[config.mk]
export PLATFORM = sky130hd
export DESIGN_NAME = mac_accumulator_flat
export DESIGN_NICKNAME = d
export VERILOG_FILES = /design/src/rtl/mac_pkg.sv /design/src/rtl/mac_accumulator_if.sv /design/src/rtl/mac_accumulator_mult.sv /design/src/rtl/mac_accumulator.sv /design/src/flat_wrapper.sv
export SDC_FILE = /design/constraint.sdc
export NUM_CORES = 1
export LEC_CHECK = 0
export ABC_CLOCK_PERIOD_IN_PS = 7910
export BUFFER_PORTS_ARGS = -buffer_cell sky130_fd_sc_hd__buf_4
export CORE_UTILIZATION = 60
export DETAILED_ROUTE_END_ITERATION = 8
export PLACE_DENSITY_LB_ADDON = 0.25
export SLEW_MARGIN = 20
export SYNTH_ARGS = -nofsm -noshare
export SYNTH_HDL_FRONTEND = slang
export SYNTH_HIERARCHICAL = 1
export SYNTH_SLANG_ARGS = --single-unit
[constraint.sdc]
create_clock -name clk -period 7.91 [get_ports clk]
set_input_delay 0.791 -clock clk [delete_from_list [all_inputs] [get_ports clk]]
set_output_delay 0.791 -clock clk [all_outputs]
set_load 0.01 [all_outputs]
[src/rtl/mac_pkg.sv]
// Shared types and widths for the multiply-accumulate stage.
package mac_pkg;

  typedef enum logic {
    ACCUM = 1'b0,
    HOLD  = 1'b1
  } state_t;

  localparam int unsigned CNT_W  = 8;
  localparam int unsigned PROD_W = 8;

endpackage

[src/rtl/mac_accumulator_if.sv]
// Operand-in / result-out handshake bundle for mac_accumulator.
interface mac_accumulator_if
  import mac_pkg::*;
#(
  parameter int unsigned ACC_W = 16
);

  logic             in_valid;
  logic             in_ready;
  logic [3:0]       in_x;
  logic [3:0]       in_y;
  logic             in_last;
  logic             out_valid;
  logic             out_ready;
  logic [ACC_W-1:0] out_sum;
  logic [CNT_W-1:0] out_count;
  logic             out_ovf;

  modport master (
    output in_valid, in_x, in_y, in_last, out_ready,
    input  in_ready, out_valid, out_sum, out_count, out_ovf
  );

  modport slave (
    input  in_valid, in_x, in_y, in_last, out_ready,
    output in_ready, out_valid, out_sum, out_count, out_ovf
  );

endinterface

[src/rtl/mac_accumulator_mult.sv]
// 4x4 unsigned array multiplier: sum of shifted partial-product rows.
module mac_accumulator_mult
  import mac_pkg::*;
(
  input  logic [3:0]        a,
  input  logic [3:0]        b,
  output logic [PROD_W-1:0] p
);

  always_comb begin
    p = '0;
    for (int unsigned i = 0; i < 4; i++) begin
      if (b[i]) p = p + (PROD_W'(a) << i);
    end
  end

endmodule

[src/rtl/mac_accumulator.sv]
// Two-stage MAC: registered operand stage, then product accumulation into a
// held frame result (sum, beat count, sticky overflow) on a valid/ready output.
module mac_accumulator
  import mac_pkg::*;
#(
  parameter int unsigned ACC_W   = 16,
  parameter int unsigned MAX_LEN = 16
) (
  input  logic               clk,
  input  logic               rst,
  mac_accumulator_if.slave   bus
);

  localparam logic [CNT_W-1:0] LAST_IDX = CNT_W'(MAX_LEN - 1);

  logic [CNT_W-1:0]  in_cnt;
  logic [3:0]        s1_x;
  logic [3:0]        s1_y;
  logic              s1_valid;
  logic              s1_term;
  logic [ACC_W-1:0]  acc;
  logic [CNT_W-1:0]  cnt_acc;
  logic              ovf_acc;
  logic [ACC_W-1:0]  out_sum;
  logic [CNT_W-1:0]  out_count;
  logic              out_ovf;
  logic              out_valid;
  logic              in_ready;
  logic              accept;
  logic              term;
  logic              s2_term;
  logic [PROD_W-1:0] p;
  logic [ACC_W:0]    sum_ext;
  logic              carry;
  state_t            state;
  state_t            state_next;

  assign term     = bus.in_last | (in_cnt == LAST_IDX);
  // Stop taking beats once a terminal beat is in flight; this is what makes
  // an S2 stall unnecessary while the result is held.
  assign in_ready = ~out_valid & ~(s1_valid & s1_term);
  assign accept   = bus.in_valid & in_ready;
  assign s2_term  = s1_valid & s1_term;

  always_ff @(posedge clk) begin
    if (rst) begin
      s1_valid <= 1'b0;
      s1_term  <= 1'b0;
      s1_x     <= '0;
      s1_y     <= '0;
      in_cnt   <= '0;
    end else begin
      s1_valid <= accept;
      if (accept) begin
        s1_x    <= bus.in_x;
        s1_y    <= bus.in_y;
        s1_term <= term;
        in_cnt  <= term ? '0 : in_cnt + 1'b1;
      end
    end
  end

  mac_accumulator_mult u_mult (
    .a (s1_x),
    .b (s1_y),
    .p (p)
  );

  assign sum_ext = {1'b0, acc} + (ACC_W + 1)'(p);
  assign carry   = sum_ext[ACC_W];

  always_ff @(posedge clk) begin
    if (rst) begin
      acc       <= '0;
      cnt_acc   <= '0;
      ovf_acc   <= 1'b0;
      out_sum   <= '0;
      out_count <= '0;
      out_ovf   <= 1'b0;
    end else if (s1_valid) begin
      if (s1_term) begin
        out_sum   <= sum_ext[ACC_W-1:0];
        out_count <= cnt_acc + 1'b1;
        out_ovf   <= ovf_acc | carry;
        acc       <= '0;
        cnt_acc   <= '0;
        ovf_acc   <= 1'b0;
      end else begin
        acc       <= sum_ext[ACC_W-1:0];
        cnt_acc   <= cnt_acc + 1'b1;
        ovf_acc   <= ovf_acc | carry;
      end
    end
  end

  always_ff @(posedge clk) begin
    if (rst) state <= ACCUM;
    else     state <= state_next;
  end

  always_comb begin
    state_next = state;
    out_valid  = 1'b0;
    case (state)
      ACCUM: if (s2_term) state_next = HOLD;
      HOLD: begin
        out_valid = 1'b1;
        if (bus.out_ready) state_next = ACCUM;
      end
      default: state_next = ACCUM;
    endcase
  end

  assign bus.in_ready  = in_ready;
  assign bus.out_valid = out_valid;
  assign bus.out_sum   = out_sum;
  assign bus.out_count = out_count;
  assign bus.out_ovf   = out_ovf;

endmodule

[src/flat_wrapper.sv]
// flat-port wrapper written by rule: the top's interface ports become plain ports
module mac_accumulator_flat import mac_pkg::*;
#(
  parameter int unsigned ACC_W   = 16,
  parameter int unsigned MAX_LEN = 16
)
  (clk, rst, bus_in_valid, bus_in_x, bus_in_y, bus_in_last, bus_out_ready, bus_in_ready, bus_out_valid, bus_out_sum, bus_out_count, bus_out_ovf);
  mac_accumulator_if #(.ACC_W(ACC_W)) bus_i ();
  input  logic clk;
  input  logic rst;
  input wire logic [$bits(bus_i.in_valid)-1:0] bus_in_valid;
  input wire logic [$bits(bus_i.in_x)-1:0] bus_in_x;
  input wire logic [$bits(bus_i.in_y)-1:0] bus_in_y;
  input wire logic [$bits(bus_i.in_last)-1:0] bus_in_last;
  input wire logic [$bits(bus_i.out_ready)-1:0] bus_out_ready;
  output wire logic [$bits(bus_i.in_ready)-1:0] bus_in_ready;
  output wire logic [$bits(bus_i.out_valid)-1:0] bus_out_valid;
  output wire logic [$bits(bus_i.out_sum)-1:0] bus_out_sum;
  output wire logic [$bits(bus_i.out_count)-1:0] bus_out_count;
  output wire logic [$bits(bus_i.out_ovf)-1:0] bus_out_ovf;
  assign bus_i.in_valid = bus_in_valid;
  assign bus_i.in_x = bus_in_x;
  assign bus_i.in_y = bus_in_y;
  assign bus_i.in_last = bus_in_last;
  assign bus_i.out_ready = bus_out_ready;
  assign bus_in_ready = bus_i.in_ready;
  assign bus_out_valid = bus_i.out_valid;
  assign bus_out_sum = bus_i.out_sum;
  assign bus_out_count = bus_i.out_count;
  assign bus_out_ovf = bus_i.out_ovf;
  mac_accumulator #(.ACC_W(ACC_W), .MAX_LEN(MAX_LEN)) u_core (.clk(clk), .rst(rst), .bus(bus_i));
endmodule
==> impl_metrics.json <==
{
  "status": "finished, final reports clean",
  "register_area_mm2": 0.00138,
  "wl_per_cell_um": 15.0,
  "synth.area.top_cells": "dfxtp_1 36%, ha_1 6.8%, nand2_1 5.2%",
  "overflow": 0,
  "dpl_cell_area_mm2": 0.00418,
  "seq_area_frac_synth": 0.356,
  "p_sw_frac": 0.246,
  "cts_buffers": 9,
  "hold_path.class": "register to register",
  "grt_pass1_vias": 2956,
  "vias": 3393,
  "leakage_nw": 1.86,
  "clockPowerShare": 0.426,
  "drtIter0Drc": 235,
  "final-max-slew-violation-count": 0,
  "stdcell_area_mm2": 0.00440,
  "fillers": 468,
  "fin_setup_tns_ps": 0,
  "h-tree-depth": 3,
  "fmax_ghz": 0.188,
  "synth_cell_types": 61,
  "synth_common_cells": "69 x dfxtp_1, 54 x nand2_1, 35 x a21oi_1",
  "cts_root_buf": "clkbuf_8",
  "port-buffer-count": 39,
  "cts_tree": "done",
  "multi_input_area_mm2": 0.00235,
  "cp_data_arrival_time_ps": 5550,
  "ir_drop_mv": 0.121,
  "grt_setup_unrepaired": "false",
  "async_reset_ff_frac": 0,
  "die-area_mm2": 0.00680,
  "first_pass_iters": 4,
  "fin_skew_ps": 3.21,
  "crit_required_ps": 8140,
  "layout-drive-gt1-share": 0.172,
  "clock_sinks": 69,
  "drc": 0,
  "dp_hpwl_mm": 5.90,
  "yosys_warnings": 6,
  "path_clk_slew_ps": 70,
  "fin_crit_ps": 5330,
  "final_core_util": 0.721,
  "maxCapViolations": 0,
  "initial_core_util": 0.637,
  "pwr-share-seq": 0.494,
  "synth_most_common_cell": "dfxtp_1",
  "power_switching_mw": 0.180,
  "cts_hold_buf": 0,
  "p_per_area_mw_per_mm2": 167,
  "fin_nets": 515,
  "grt_max_degree": 58,
  "clk_latency_ps": 340,
  "relSlewSlack": 0.376,
  "reg2reg_setup_slack_ps": 2580,
  "post-route-period-util": 0.673,
  "start_kind": "register",
  "synth_top_cell_area_share": 0.356,
  "synth_area_per_cell_um2": 8.63,
  "hold_violations": 0,
  "fp-row-count": 28,
  "cp-end-kind": "register",
  "post_cts_buffers": 0,
  "ios": 40,
  "gp_congestion": 0.814,
  "grt_first_pass_wirelength_mm": 13.7,
  "ys_dominant_reg_cell": "dfxtp_1",
  "antenna_left": 0,
  "die_y_um": 82.5,
  "yosysTopAreaCell": "dfxtp_1",
  "p_comb_frac": 0.080,
  "p_int_mw": 0.553,
  "cts_resized": 0,
  "syn_inst": 450,
  "antenna_found_initial": 0,
  "diodes": 0,
  "viasPerCell": 6.09,
  "worst_slew_pin_slew_ps": 935,
  "area_delta_synth_final_pct": 13.2,
  "syn_nets": 488,
  "setup_viol": 0,
  "clock_path_buffers": 2,
  "synth-edff-count": 0,
  "coreArea_mm2": 0.00610,
  "drt-total-wl_mm": 8.37,
  "path_class": "register to register",
  "crit_fanout": 7,
  "ys_ff_latch": 69,
  "grt_usage": 0.266,
  "die_x_um": 82.5,
  "synth_area_mm2": 0.00388
}
## layer usage
layer,share of wire,global-route usage
met1,0.45,0.333
met5,0,0
met3,0.044,0.0549
met4,0.018,0.116
met2,0.49,0.439
## power groups by stage
| stage | sequential, mW | combinational, mW | clock [mW] |
|---|---|---|---|
| 2_1_floorplan | 0.367 | 0.0444 | 0 |
| 3_3_place_gp | 0.370 | 0.0563 | 0 |
| 3_5_place_dp | 0.370 | 0.0584 | 0 |
| 4_1_cts | 0.362 | 0.0585 | 0.319 |
| 5_1_grt | 0.364 | 0.0655 | 0.328 |
| 6_report | 0.362 | 0.0586 | 0.313 |
## state kept, by name (all words and copies together) (netlist names)
signal                flops
u_core/s1_term            1
u_core/state              1
u_core/acc               16
u_core/in_cnt             8
u_core/cnt_acc            8
u_core/bus.out_ovf        1
u_core/s1_valid           1
u_core/s1_x               4
u_core/bus.out_count      8
u_core/s1_y               4
u_core/ovf_acc            1
u_core/bus.out_sum       16
## critical path, stage by stage, from the launching register on
cell,delay (ps)
dfxtp_1,490
and2_1,190
ha_1,170
inv_1,60
fa_1,400
xnor2_1,140
nand2_1,90
xor2_1,200
inv_1,110
fa_1,510
nand2_1,70
a21boi_1,140
ha_1,220
fa_1,410
xor2_1,160
a32oi_1,140
o31ai_1,110
ha_1,410
nand3_2,140
nor3_4,320
o211ai_2,150
nor4bb_1,180
or3_1,400
## cells by family (layout without fill, tap and decap cells)
| logic type | after synthesis | in the layout | share of synthesized area |
|---|---|---|---|
| simple gates | 168 | 168 | 0.228 |
| fa+ha+maj | 26 | 26 | 0.0909 |
| flops | 69 | 69 | 0.356 |
| buf+inv | 37 | 69 | 0.0403 |
| xor+xnor | 27 | 27 | 0.0609 |
| mux | 7 | 7 | 0.0193 |
| compound gates | 116 | 116 | 0.205 |
## layout by cell type (no fill, tap or decap), types with 3 or more instances in the layout
cell / n
a21o_1: 5
a21oi_1: 34
a22o_1: 8
a31oi_1: 3
and2_1: 7
and3_1: 4
and3_4: 3
buf_4: 42
clkbuf_8: 9
dfxtp_1: 69
fa_1: 4
ha_1: 21
inv_1: 11
mux2_2: 3
mux2i_1: 3
nand2_1: 54
nand2b_1: 6
nand3_1: 8
nand4_1: 3
nor2_1: 31
nor2b_1: 14
nor3_1: 9
nor4_1: 4
o211ai_1: 14
o211ai_2: 3
o21a_1: 5
o21ai_0: 18
o221ai_1: 5
or3_1: 3
or3b_2: 5
xnor2_1: 13
xor2_1: 14
## final timing paths
check | startpoint | to | cells past startpoint
setup / recovery | u_core/s1_x[1]$_SDFFE_PP0P_ | u_core/acc[14]$_SDFFE_PP0P_ | 22
hold / removal | u_core/bus.out_count[0]$_SDFFE_PP0P_ | u_core/bus.out_count[0]$_SDFFE_PP0P_ | 2
setup reg to reg | u_core/s1_x[1]$_SDFFE_PP0P_ | u_core/acc[14]$_SDFFE_PP0P_ | 22
hold reg to reg | u_core/bus.out_count[0]$_SDFFE_PP0P_ | u_core/bus.out_count[0]$_SDFFE_PP0P_ | 2
## layout make-up
cell class	count	share of cell area
Clock inverter	6	0.0199
Inverter	11	0.00939
Clock buffer	10	0.0290
Tap cell	75	0.0213
Timing Repair Buffer	42	0.0717
Multi-Input combinational cell	344	0.534
Sequential cell	69	0.314
## through the flow
step / setup WS [ps] / hold slack, ps / instances / power, mW
global route: 2210 / 495 / 557 / 0.757
finish: 2580 / 457 / 557 / 0.734
detailed placement: 2660 / 445 / 541 / 0.429
global placement: 2850 / 437 / 541 / 0.426
CTS: 2610 / 462 / 557 / 0.739
floorplan: 3110 / 435 / 450 / 0.411
Note: power is estimated with default switching activity, not from simulation.
